File: src/rtl/alu_issuer_pkg.sv
// rtl/alu_issuer_pkg.sv - shared op-word layout, FSM states and ALU opcodes
package alu_issuer_pkg;

  localparam int SEL_MSB = 7;
  localparam int SEL_LSB = 5;
  localparam int A_MSB   = 4;
  localparam int A_LSB   = 2;
  localparam int B_MSB   = 1;
  localparam int B_LSB   = 0;

  typedef enum logic [1:0] {
    ST_IDLE = 2'd0,
    ST_WAIT = 2'd1,
    ST_HOLD = 2'd2
  } state_t;

  // Opcode values must match the ALU wrapper's decode.
  localparam logic [2:0] SEL_ADD  = 3'd0;
  localparam logic [2:0] SEL_SUB  = 3'd1;
  localparam logic [2:0] SEL_AND  = 3'd2;
  localparam logic [2:0] SEL_OR   = 3'd3;
  localparam logic [2:0] SEL_XOR  = 3'd4;
  localparam logic [2:0] SEL_SHL  = 3'd5;
  localparam logic [2:0] SEL_SHR  = 3'd6;
  localparam logic [2:0] SEL_PASS = 3'd7;

  function automatic logic [7:0] pack_op(input logic [2:0] sel, input logic [2:0] a,
                                         input logic [1:0] b);
    return {sel, a, b};
  endfunction

endpackage

File: src/rtl/alu_op_issuer_if.sv
// rtl/alu_op_issuer_if.sv - command, ALU byte and result signals of the issuer
interface alu_op_issuer_if;
  logic       cmd_valid;
  logic       cmd_ready;
  logic [2:0] cmd_sel;
  logic [2:0] cmd_a;
  logic [1:0] cmd_b;
  logic [7:0] op_word;
  logic [7:0] alu_result;
  logic       res_valid;
  logic       res_ready;
  logic [7:0] res_data;
  logic [2:0] res_tag;
  logic       busy;

  modport master (
    output cmd_valid, cmd_sel, cmd_a, cmd_b, alu_result, res_ready,
    input  cmd_ready, op_word, res_valid, res_data, res_tag, busy
  );

  modport slave (
    input  cmd_valid, cmd_sel, cmd_a, cmd_b, alu_result, res_ready,
    output cmd_ready, op_word, res_valid, res_data, res_tag, busy
  );
endinterface

File: src/rtl/alu_cmd_fifo.sv
// rtl/alu_cmd_fifo.sv - DEPTHxWIDTH synchronous command FIFO, no bypass
module alu_cmd_fifo #(
  parameter int DEPTH = 4,
  parameter int WIDTH = 8
) (
  input  logic             clk,
  input  logic             rst,
  input  logic             push,
  input  logic             pop,
  input  logic [WIDTH-1:0] wdata,
  output logic [WIDTH-1:0] rdata,
  output logic             full,
  output logic             empty
);
  localparam int AW = $clog2(DEPTH);

  logic [WIDTH-1:0] mem [DEPTH];
  logic [AW-1:0]    wr_ptr;
  logic [AW-1:0]    rd_ptr;
  logic [AW:0]      count;
  logic             do_push;
  logic             do_pop;

  // Full is judged on registered count, so a same-cycle pop never frees a slot.
  assign full    = (count == (AW+1)'(DEPTH));
  assign empty   = (count == '0);
  assign do_push = push && !full;
  assign do_pop  = pop && !empty;
  assign rdata   = mem[rd_ptr];

  always_ff @(posedge clk) begin
    if (do_push) mem[wr_ptr] <= wdata;
  end

  always_ff @(posedge clk or posedge rst) begin
    if (rst) begin
      wr_ptr <= '0;
      rd_ptr <= '0;
      count  <= '0;
    end else begin
      if (do_push) wr_ptr <= wr_ptr + 1'b1;
      if (do_pop)  rd_ptr <= rd_ptr + 1'b1;
      case ({do_push, do_pop})
        2'b10:   count <= count + 1'b1;
        2'b01:   count <= count - 1'b1;
        default: count <= count;
      endcase
    end
  end
endmodule

File: src/rtl/alu_op_issuer.sv
// rtl/alu_op_issuer.sv - queues ALU ops, drives the op byte, returns tagged results
module alu_op_issuer
  import alu_issuer_pkg::*;
#(
  parameter int DEPTH  = 4,
  parameter int SETTLE = 1
) (
  input logic            clk,
  input logic            rst,
  alu_op_issuer_if.slave bus
);
  localparam int CW = $clog2(SETTLE + 1);

  state_t        state, state_n;
  logic [CW-1:0] cnt, cnt_n;
  logic [7:0]    op_word, op_word_n;
  logic [2:0]    tag, tag_n;
  logic [7:0]    res_data, res_data_n;
  logic [2:0]    res_tag, res_tag_n;
  logic          res_valid, res_valid_n;
  logic          ready_en;
  logic          fifo_push, fifo_pop, fifo_full, fifo_empty;
  logic [7:0]    fifo_rdata;

  assign fifo_push = bus.cmd_valid && bus.cmd_ready;

  alu_cmd_fifo #(.DEPTH(DEPTH), .WIDTH(8)) u_fifo (
    .clk   (clk),
    .rst   (rst),
    .push  (fifo_push),
    .pop   (fifo_pop),
    .wdata (pack_op(bus.cmd_sel, bus.cmd_a, bus.cmd_b)),
    .rdata (fifo_rdata),
    .full  (fifo_full),
    .empty (fifo_empty)
  );

  always_comb begin
    state_n     = state;
    cnt_n       = cnt;
    op_word_n   = op_word;
    tag_n       = tag;
    res_data_n  = res_data;
    res_tag_n   = res_tag;
    res_valid_n = res_valid;
    fifo_pop    = 1'b0;
    case (state)
      ST_IDLE: fifo_pop = !fifo_empty;
      ST_WAIT: begin
        if (cnt == '0) begin
          res_data_n  = bus.alu_result;
          res_tag_n   = tag;
          res_valid_n = 1'b1;
          state_n     = ST_HOLD;
        end else begin
          cnt_n = cnt - 1'b1;
        end
      end
      ST_HOLD: begin
        if (bus.res_ready) begin
          res_valid_n = 1'b0;
          state_n     = ST_IDLE;
          fifo_pop    = !fifo_empty;
        end
      end
      default: state_n = ST_IDLE;
    endcase
    // A pop always launches the next op, whether from IDLE or straight out of HOLD.
    if (fifo_pop) begin
      op_word_n = fifo_rdata;
      tag_n     = fifo_rdata[SEL_MSB:SEL_LSB];
      cnt_n     = CW'(SETTLE - 1);
      state_n   = ST_WAIT;
    end
  end

  always_ff @(posedge clk or posedge rst) begin
    if (rst) begin
      state     <= ST_IDLE;
      cnt       <= '0;
      op_word   <= '0;
      tag       <= '0;
      res_data  <= '0;
      res_tag   <= '0;
      res_valid <= 1'b0;
      ready_en  <= 1'b0;
    end else begin
      state     <= state_n;
      cnt       <= cnt_n;
      op_word   <= op_word_n;
      tag       <= tag_n;
      res_data  <= res_data_n;
      res_tag   <= res_tag_n;
      res_valid <= res_valid_n;
      ready_en  <= 1'b1;
    end
  end

  // ready_en keeps cmd_ready low through reset and until the first edge after release.
  assign bus.cmd_ready = ready_en && !fifo_full;
  assign bus.busy      = (state != ST_IDLE) || !fifo_empty;
  assign bus.op_word   = op_word;
  assign bus.res_valid = res_valid;
  assign bus.res_data  = res_data;
  assign bus.res_tag   = res_tag;
endmodule

File: src/flat_wrapper.sv
// flat-port wrapper written by rule: the top's interface ports become plain ports
module alu_op_issuer_flat import alu_issuer_pkg::*;
#(
  parameter int DEPTH  = 4,
  parameter int SETTLE = 1
)
  (clk, rst, bus_cmd_valid, bus_cmd_sel, bus_cmd_a, bus_cmd_b, bus_alu_result, bus_res_ready, bus_cmd_ready, bus_op_word, bus_res_valid, bus_res_data, bus_res_tag, bus_busy);
  alu_op_issuer_if bus_i ();
  input logic clk;
  input logic rst;
  input wire logic [$bits(bus_i.cmd_valid)-1:0] bus_cmd_valid;
  input wire logic [$bits(bus_i.cmd_sel)-1:0] bus_cmd_sel;
  input wire logic [$bits(bus_i.cmd_a)-1:0] bus_cmd_a;
  input wire logic [$bits(bus_i.cmd_b)-1:0] bus_cmd_b;
  input wire logic [$bits(bus_i.alu_result)-1:0] bus_alu_result;
  input wire logic [$bits(bus_i.res_ready)-1:0] bus_res_ready;
  output wire logic [$bits(bus_i.cmd_ready)-1:0] bus_cmd_ready;
  output wire logic [$bits(bus_i.op_word)-1:0] bus_op_word;
  output wire logic [$bits(bus_i.res_valid)-1:0] bus_res_valid;
  output wire logic [$bits(bus_i.res_data)-1:0] bus_res_data;
  output wire logic [$bits(bus_i.res_tag)-1:0] bus_res_tag;
  output wire logic [$bits(bus_i.busy)-1:0] bus_busy;
  assign bus_i.cmd_valid = bus_cmd_valid;
  assign bus_i.cmd_sel = bus_cmd_sel;
  assign bus_i.cmd_a = bus_cmd_a;
  assign bus_i.cmd_b = bus_cmd_b;
  assign bus_i.alu_result = bus_alu_result;
  assign bus_i.res_ready = bus_res_ready;
  assign bus_cmd_ready = bus_i.cmd_ready;
  assign bus_op_word = bus_i.op_word;
  assign bus_res_valid = bus_i.res_valid;
  assign bus_res_data = bus_i.res_data;
  assign bus_res_tag = bus_i.res_tag;
  assign bus_busy = bus_i.busy;
  alu_op_issuer #(.DEPTH(DEPTH), .SETTLE(SETTLE)) u_core (.clk(clk), .rst(rst), .bus(bus_i));
endmodule
File: config.mk
export PLATFORM = sky130hd
export DESIGN_NAME = alu_op_issuer_flat
export DESIGN_NICKNAME = d
export VERILOG_FILES = /design/src/rtl/alu_issuer_pkg.sv /design/src/rtl/alu_op_issuer_if.sv /design/src/rtl/alu_cmd_fifo.sv /design/src/rtl/alu_op_issuer.sv /design/src/flat_wrapper.sv
export SDC_FILE = /design/constraint.sdc
export NUM_CORES = 1
export LEC_CHECK = 0
export ABC_AREA = 1
export CORE_ASPECT_RATIO = 0.75
export CORE_MARGIN = 3
export CORE_UTILIZATION = 57
export CTS_CLUSTER_DIAMETER = 150
export DETAILED_ROUTE_END_ITERATION = 8
export PLACE_DENSITY = 0.87
export SLEW_MARGIN = 15
export SYNTH_ARGS = -nofsm -noshare
export SYNTH_HDL_FRONTEND = slang
export SYNTH_SLANG_ARGS = --single-unit
export TNS_END_PERCENT = 1
File: constraint.sdc
create_clock -name clk -period 5.9 [get_ports clk]
set_input_delay 0.885 -clock clk [delete_from_list [all_inputs] [get_ports clk]]
set_output_delay 0.885 -clock clk [all_outputs]
set_load 0.1 [all_outputs]
==> results.yml, run 1 <==
finish:
  drive_gt1_frac: 0.0547
  final-seq-area_um2: 1710
  multiInputGateArea_um2: 737
  area_growth_pct: 21.3
  nFillCells: 311
  nets: 350
  antenna_cells: 0
timing:
  max-slew-margin-rel: 0.311
  setup-violations-final: 0
  clock_skew_ns: 0.00744
  post-route-min-period_ns: 3.22
  whs_ns: 0.468
  drv_slew: 0
  max_freq_mhz: 311
  rsz0062_at_grt: "false"
  worstMarginPinSlew_ns: 1.03
  tns_ns: 0
  hold_viol_final: 0
  post-route-period-util: 0.545
clock_tree:
  clock_sinks: 62
  cts_buffers: 9
  cts_hold_buf: 0
  cts_resized: 0
  htreeDepth: 3
  cts_tree: "built"
  postCtsSetupBuffers: 0
  cts_root_buf: "clkbuf_8"
  clkLatencyLatePin_ns: 0.33
  clk_pin_slew_worst_paths_ns: 0.06
  cts.path.max_buffers: 2
floorplan:
  die_w_um: 85.5
  rows: 21
  num_io_pins: 42
  coreArea_um2: 4520
  die_area_um2: 5610
  die_y_um: 65.6
  start_util: 0.598
yosys:
  synth_edf_count: 32
  synth_cell_types: 23
  async_flop_share: 0.484
  syn_avg_cell_area_um2: 9.66
  syn_area_um2: 2700
  ys.flop_type: "edfxtp_1"
  synth-seq-cells: 62
  yosysSeqAreaShare: 0.633
  synth_warnings: 0
  synth_commonest_cells: "nand2_1 (103), inv_1 (48), edfxtp_1 (32), nand3_1 (31), dfrtp_1 (30)"
  yosys.area.top_type: "edfxtp_1"
  yosysMostFrequentCell: "nand2_1"
  syn-num-nets: 306
  netlist_instances: 280
  synth.area.top_cells: "edfxtp_1 (36%), dfrtp_1 (28%), nand2_1 (14%)"
  synth_top_area_frac: 0.355
critical_path:
  critPathRequiredTime_ns: 5.02
  rrSetupSlack_ns: 3.48
  end_kind: "primary output"
  cp.arrival_ns: 2.33
  cp_max_fo: 14
  r2r-start: "u_core.state[1]$_DFFE_PP0P_"
  critPathLaunchType: "flip-flop"
  slowest_delay_ns: 1.13
  reg2reg_depth: 9
  critPathSlowestCell: "clkdlybuf4s50_1"
  crit_type: "flip-flop to primary output"
  worstPathCellList: "inv_1, nand3_1, clkdlybuf4s50_1"
  regToRegEndpoint: "u_core.u_fifo.count[2]$_DFFE_PP0P_"
grt:
  global_route.usage.total: 0.203
  antenna_found_initial: 0
  gr-total-overflow: 0
  grt_max_degree: 31
  grt_pass1_vias: 1890
  grt_pass1_wl_um: 8490
routing:
  num_vias: 1892
  wire_per_inst_um: 13.2
  drt_wl_total_um: 5100
  ant_nets: 0
  drc: 0
  routed_via_density: 4.90
  drtPass1Iterations: 4
  drt_iter0_drc: 126
placement:
  io_buffers: 41
  dp_hpwl_um: 3580
  gp_congestion: 0.756
worst_hold_path:
  holdPathStages: 2
  whs_endpoint: "u_core.bus.res_data[1]$_DFFE_PP0P_"
  hold_start: "u_core.bus.res_data[1]$_DFFE_PP0P_"
  worst_hold_path_type: "flip-flop to flip-flop"
run:
  maxCapViolCount: 0
run_status:
  status: "complete, no violations"
per-stage QoR:
stage | instance area, um2 | util | instances | worst slack, ns
2_1_floorplan | 2700 | - | 280 | 3.59
3_3_place_gp | 3120 | 0.691 | 370 | 2.90
3_5_place_dp | 3120 | 0.691 | 370 | 2.81
4_1_cts | 3280 | 0.726 | 386 | 2.68
5_1_grt | 3280 | 0.726 | 386 | 2.59
6_report | 3280 | 0.726 | 386 | 2.68
area by class of cell:
cell class / count / share of cell area
sequential: 62 / 0.522
multi-input combinational: 159 / 0.225
timing repair buffer: 41 / 0.125
inverter: 51 / 0.0591
clock buffer: 10 / 0.0389
tap: 57 / 0.0217
clock inverter: 6 / 0.00877
cells by family (layout without fill, tap and decap cells):
group,count (synthesis),count (layout),synth area share
AO/OA/AOI/OAI,5,5,0.0106
other,1,1,0.00139
adder cells (fa/ha/maj),6,6,0.0305
flip-flops,62,62,0.633
buffers and inverters,59,108,0.0944
XOR/XNOR,3,3,0.00972
AND/OR/NAND/NOR,144,144,0.220
placed cells by master (no fill, tap or decap), types with 3 or more instances in the layout:
| cell type | n |
|---|---|
| edfxtp_1 | 32 |
| clkbuf_8 | 9 |
| nand3_1 | 31 |
| clkdlybuf4s50_1 | 41 |
| ha_1 | 5 |
| dfrtp_1 | 30 |
| inv_1 | 47 |
| nor2_1 | 5 |
| o21ai_0 | 3 |
| clkinv_1 | 4 |
| nand2_1 | 103 |
layer usage:
metal / vias to the layer above / routed length [um] / global-route usage
met4: 0 / 44 / 0.0711
met1: 877 / 2210 / 0.250
li1: 955 / - / -
met2: 55 / 2480 / 0.332
met5: - / 0 / 0
met3: 5 / 366 / 0.0752
flip-flops by register name (all words and copies together) (netlist names):
register and cells:
u_core.u_fifo.mem 32, u_core.bus.res_data 8, u_core.bus.op_word 5, u_core.bus.res_tag 3, u_core.tag 3, u_core.u_fifo.count 3, u_core.state 2, u_core.u_fifo.rd_ptr 2
u_core.u_fifo.wr_ptr 2, u_core.bus.res_valid 1, u_core.ready_en 1
worst max-delay path by stage:
| stage | startpoint | to | slack [ns] | cells past startpoint |
|---|---|---|---|---|
| 2_1_floorplan | u_core.state[1]$_DFFE_PP0P_ | bus_busy | 3.59 | 3 |
| 4_1_cts | u_core.state[0]$_DFFE_PP0P_ | bus_busy | 2.68 | 3 |
| 3_5_place_dp | bus_res_ready | u_core.u_fifo.count[2]$_DFFE_PP0P_ | 2.81 | 9 |
| 6_report | u_core.state[0]$_DFFE_PP0P_ | bus_busy | 2.68 | 3 |
| 3_3_place_gp | bus_res_ready | u_core.u_fifo.count[2]$_DFFE_PP0P_ | 2.90 | 9 |
| 5_1_grt | u_core.state[0]$_DFFE_PP0P_ | bus_busy | 2.59 | 3 |
worst max-delay path, delay by kind of cell (launching register included):
| kind | cells | cell delay, ns |
|---|---|---|
| buf+inv | 2 | 1.29 |
| flops | 1 | 0.60 |
| simple gates | 1 | 0.11 |
Power of run 1 is left out: the tool's default activity adds up to more than one toggle a clock period on the data nets, which glitch-free logic cannot reach.
==> run 2: changes to the inputs <==
Settings changed: CORE_UTILIZATION 57 to 48, PLACE_DENSITY 0.87 to 0.78.
Clock period 5.9 ns to 2.75 ns, I/O delays scaled along.
==> results.yml, run 2 (synthesis gave the netlist of run 1 again) <==
floorplan:
  die_w_um: 92.7
  start_util: 0.502
  coreArea_um2: 5380
  die_area_um2: 6580
  num_io_pins: 42
  die_y_um: 71
  rows: 23
finish:
  regMostFlops: "u_core.u_fifo.mem"
  area_growth_pct: 23.0
  nets: 358
  fin_cells: 412
  final_cell_mix: "nand2_1 (103), inv_1 (48), edfxtp_1 (32)"
  antenna_cells: 0
  drive_gt1_frac: 0.154
  final_util: 0.618
  final_common_cell: "nand2_1"
  nFillCells: 452
  largest_reg_flops: 32
  reg_top3: "u_core.u_fifo.mem: 32 flops, u_core.bus.res_data: 8 flops, u_core.bus.op_word: 5 flops"
  final_area_um2: 3320
placement:
  placed_cell_area_um2: 3150
  dp_hpwl_um: 3470
  dp_cells: 396
  io_buffers: 41
  gp_congestion: 0.807
timing:
  rsz0062_at_grt: "false"
  setup-violations-final: 0
  post-route-period-util: 0.744
  clock_skew_ns: 0.00885
  worstMarginPinSlew_ns: 0.693
  tns_ns: 0
  drv_slew: 0
  max_freq_mhz: 489
  hold_viol_final: 0
  max-slew-margin-rel: 0.538
  post-route-min-period_ns: 2.05
critical_path:
  critPathMostFrequentCell: "nand3_1"
  startpoint: "u_core.u_fifo.count[1]$_DFFE_PP0P_"
  worstPathCellList: "inv_1, nand3_1, nand3_1, ha_1, inv_1, fa_1, nand2_1, nand3_1, xor2_1"
  cp_max_fo: 7
  cp.arrival_ns: 2.27
  slowest_delay_ns: 0.43
  end_kind: "flip-flop"
  critPathRequiredTime_ns: 2.97
  critPathLaunchType: "flip-flop"
  r2r-start: "u_core.u_fifo.count[1]$_DFFE_PP0P_"
  crit_type: "flip-flop to flip-flop"
  critPathSlowestCell: "fa_1"
routing:
  drt_wl_total_um: 4940
  ant_nets: 0
  wire_per_inst_um: 12.0
  routed_via_density: 4.57
  drc: 0
  drtPass1Iterations: 4
  num_vias: 1882
  drt_iter0_drc: 114
grt:
  grt_pass1_wl_um: 8260
  grt_max_degree: 31
  grt_pass1_vias: 1779
  gr-total-overflow: 0
  antenna_found_initial: 0
  global_route.usage.total: 0.166
run_status:
  status: "complete, no violations"
clock_tree:
  cts_tree: "built"
  cts.path.max_buffers: 2
  postCtsSetupBuffers: 0
  cts_buffers: 9
  cts_resized: 0
  clk_pin_slew_worst_paths_ns: 0.07
  cts_root_buf: "clkbuf_8"
  clkLatencyLatePin_ns: 0.34
  htreeDepth: 3
  cts_hold_buf: 0
  clock_sinks: 62
run:
  maxCapViolCount: 0
worst_hold_path:
  worst_hold_path_type: "input pin to asynchronous set/reset pin"
==> run 2: cell types whose count changed in the layout (fill, tap and decap cells not counted), sizes merged <==
| cell | delta |
|---|---|
| buf | +30 |
| clkdlybuf4s50 | -22 |
| clkinv | -3 |
| inv | +3 |
==> run 2: routing by layer <==
metal,part of all wire,GRT usage
met5,0,0
met1,0.47,0.220
met2,0.46,0.253
met4,0.014,0.0683
met3,0.056,0.0563
==> run 2: stage by stage <==
stage          hold slack [ns]  setup WS, ns
2_1_floorplan            0.453         0.894
3_3_place_gp             0.458         0.513
3_5_place_dp             0.462         0.472
4_1_cts                  0.445         0.696
5_1_grt                  0.466         0.527
6_report                 0.444         0.705
==> run 2: path summary, 6_finish.rpt <==
check,slack (ns),end,cells after the start
max,0.70,u_core.u_fifo.count[2]$_DFFE_PP0P_,9
min,0.44,u_core.u_fifo.rd_ptr[0]$_DFFE_PP0P_,3
max reg2reg,0.70,u_core.u_fifo.count[2]$_DFFE_PP0P_,9
min reg2reg,0.48,u_core.bus.res_data[6]$_DFFE_PP0P_,2
max in group asynchronous,2.03,u_core.tag[0]$_DFFE_PP0N_,3
min in group clk,0.48,u_core.bus.res_data[6]$_DFFE_PP0P_,2
==> run 2: critical path: cells and delay by family (launching register included) <==
family,cells,cell delay [ns]
and+or+nand+nor,4,0.57
DFF,1,0.38
adders and majority gates,2,0.64
buffers and inverters,2,0.18
xor gates and xnor gates,1,0.15
==> run 2: cell type report <==
class                           count  area [um2]  share of cell area
Sequential cell                    62        1710               0.515
Inverter                           51         194              0.0583
Tap cell                           75        93.8              0.0282
Clock inverter                      6        35.0              0.0105
Clock buffer                       10         138              0.0414
Timing Repair Buffer               49         415               0.125
Multi-Input combinational cell    159         737               0.222
Power of run 2 is left out for the same reason.
==> run 3: changes to the inputs <==
Settings changed: CORE_UTILIZATION 48 to 53, PLACE_DENSITY 0.78 to 0.82.
Clock period 2.75 ns to 2 ns, I/O delays scaled along.
==> results.yml, run 3 (synthesis gave the netlist of run 1 again) <==
grt:
  gr-total-overflow: 0
  antenna_found_initial: 0
  global_route.usage.total: 0.197
  grt_max_degree: 31
  grt_pass1_vias: 1896
  grt_pass1_wl_um: 8470
finish:
  regMostFlops: "u_core.u_fifo.mem"
  final_cell_mix: "nand2_1 (103), inv_1 (48), edfxtp_1 (32)"
  nets: 360
  reg_top3: "u_core.u_fifo.mem: 32 flops, u_core.bus.res_data: 8 flops, u_core.bus.op_word: 5 flops"
  antenna_cells: 0
  final_area_um2: 3330
  drive_gt1_frac: 0.151
  area_growth_pct: 23.3
  nFillCells: 344
  largest_reg_flops: 32
  final_common_cell: "nand2_1"
routing:
  drc: 0
  ant_nets: 0
  wire_per_inst_um: 13.5
  routed_via_density: 5.05
  drt_iter0_drc: 127
  drt_wl_total_um: 5330
  drtPass1Iterations: 4
  num_vias: 1995
critical_path:
  end_kind: "flip-flop"
  critPathRequiredTime_ns: 2.22
  slowest_delay_ns: 0.46
  critPathSlowestCell: "fa_1"
  cp_max_fo: 4
  cp.arrival_ns: 2.14
  crit_type: "flip-flop to flip-flop"
  critPathTopFamily: "adder cells"
  cp_num_buf_inv: 2
  worstPathCellList: "inv_1, nand3_2, nand3_1, ha_1, inv_1, fa_1, nand2_1, nand3_1, xor2_1"
  critPathLaunchType: "flip-flop"
placement:
  io_buffers: 41
  placed_cell_area_um2: 3170
  dp_hpwl_um: 3750
  pre_cts_slack_ns: -0.215
  gp_congestion: 0.759
timing:
  hold_viol_final: 0
  fin_ws_ns: 0.0809
  drv_slew: 0
  setup-violations-final: 0
  post-route-min-period_ns: 1.92
  max_freq_mhz: 521
  clock_skew_ns: 0.00611
  post-route-period-util: 0.960
floorplan:
  num_io_pins: 42
  rows: 21
  die_w_um: 88.5
  die_area_um2: 6000
  start_util: 0.578
  coreArea_um2: 4680
  die_y_um: 67.9
clock_tree:
  htreeDepth: 3
  cts.path.max_buffers: 2
  cts_buffers: 9
  clock_sinks: 62
  cts_hold_buf: 0
  cts_tree: "built"
  clkLatencyLatePin_ns: 0.33
  clk_pin_slew_worst_paths_ns: 0.06
  cts_root_buf: "clkbuf_8"
worst_hold_path:
  worst_hold_path_type: "input pin to asynchronous set/reset pin"
run:
  maxCapViolCount: 0
run_status:
  status: "complete, no violations"
[run 3: stage by stage]
| step | util | TNS [ns] | hold slack (ns) | std cells |
|---|---|---|---|---|
| floorplan | - | 0 | 0.391 | 280 |
| global placement | 0.678 | -0.0982 | 0.455 | 380 |
| detailed placement | 0.678 | -0.309 | 0.463 | 380 |
| CTS | 0.712 | 0 | 0.354 | 395 |
| global route | 0.713 | -0.0155 | 0.381 | 395 |
| finish | 0.713 | 0 | 0.352 | 395 |
[run 3: worst reg2reg max path, stage by stage, from the launching register on]
cell and delay (ns):
dfrtp_1 0.38, inv_1 0.14, nand3_2 0.13, nand3_1 0.11
ha_1 0.18, inv_1 0.09, fa_1 0.46, nand2_1 0.08
nand3_1 0.08, xor2_1 0.14
[run 3: routing by layer]
| metal | track usage | wire, um |
|---|---|---|
| met5 | 0 | 0 |
| met4 | 0.0679 | 56 |
| met3 | 0.0842 | 315 |
| met2 | 0.336 | 2670 |
| met1 | 0.225 | 2290 |
[run 3: layout make-up]
class | instances | area, um2 | share of cell area
sequential | 62 | 1710 | 0.514
multi-input combinational | 159 | 742 | 0.223
clock inverter | 2 | 10.0 | 0.00300
inverter | 51 | 194 | 0.0582
clock buffer | 13 | 149 | 0.0447
timing repair buffer | 51 | 455 | 0.137
tap | 57 | 71.3 | 0.0214
[run 3: final timing paths]
check,startpoint,endpoint,slack [ns],cells past startpoint
setup / recovery,u_core.u_fifo.count[1]$_DFFE_PP0P_,u_core.u_fifo.count[2]$_DFFE_PP0P_,0.08,9
hold reg to reg,u_core.bus.res_data[3]$_DFFE_PP0P_,u_core.bus.res_data[3]$_DFFE_PP0P_,0.47,2
max in group asynchronous,rst,u_core.bus.op_word[3]$_DFFE_PP0N_,1.37,3
hold / removal,rst,u_core.u_fifo.wr_ptr[1]$_DFFE_PP0P_,0.35,3
setup reg to reg,u_core.u_fifo.count[1]$_DFFE_PP0P_,u_core.u_fifo.count[2]$_DFFE_PP0P_,0.08,9
min in group clk,u_core.bus.res_data[3]$_DFFE_PP0P_,u_core.bus.res_data[3]$_DFFE_PP0P_,0.47,2
[run 3: what timing repair did]
action / in CTS / in global routing
buffers inserted: 0 / 0
endpoints found under the setup margin: 0 / 1
resized for setup: 0 / 1
Power of run 3 is left out for the same reason.
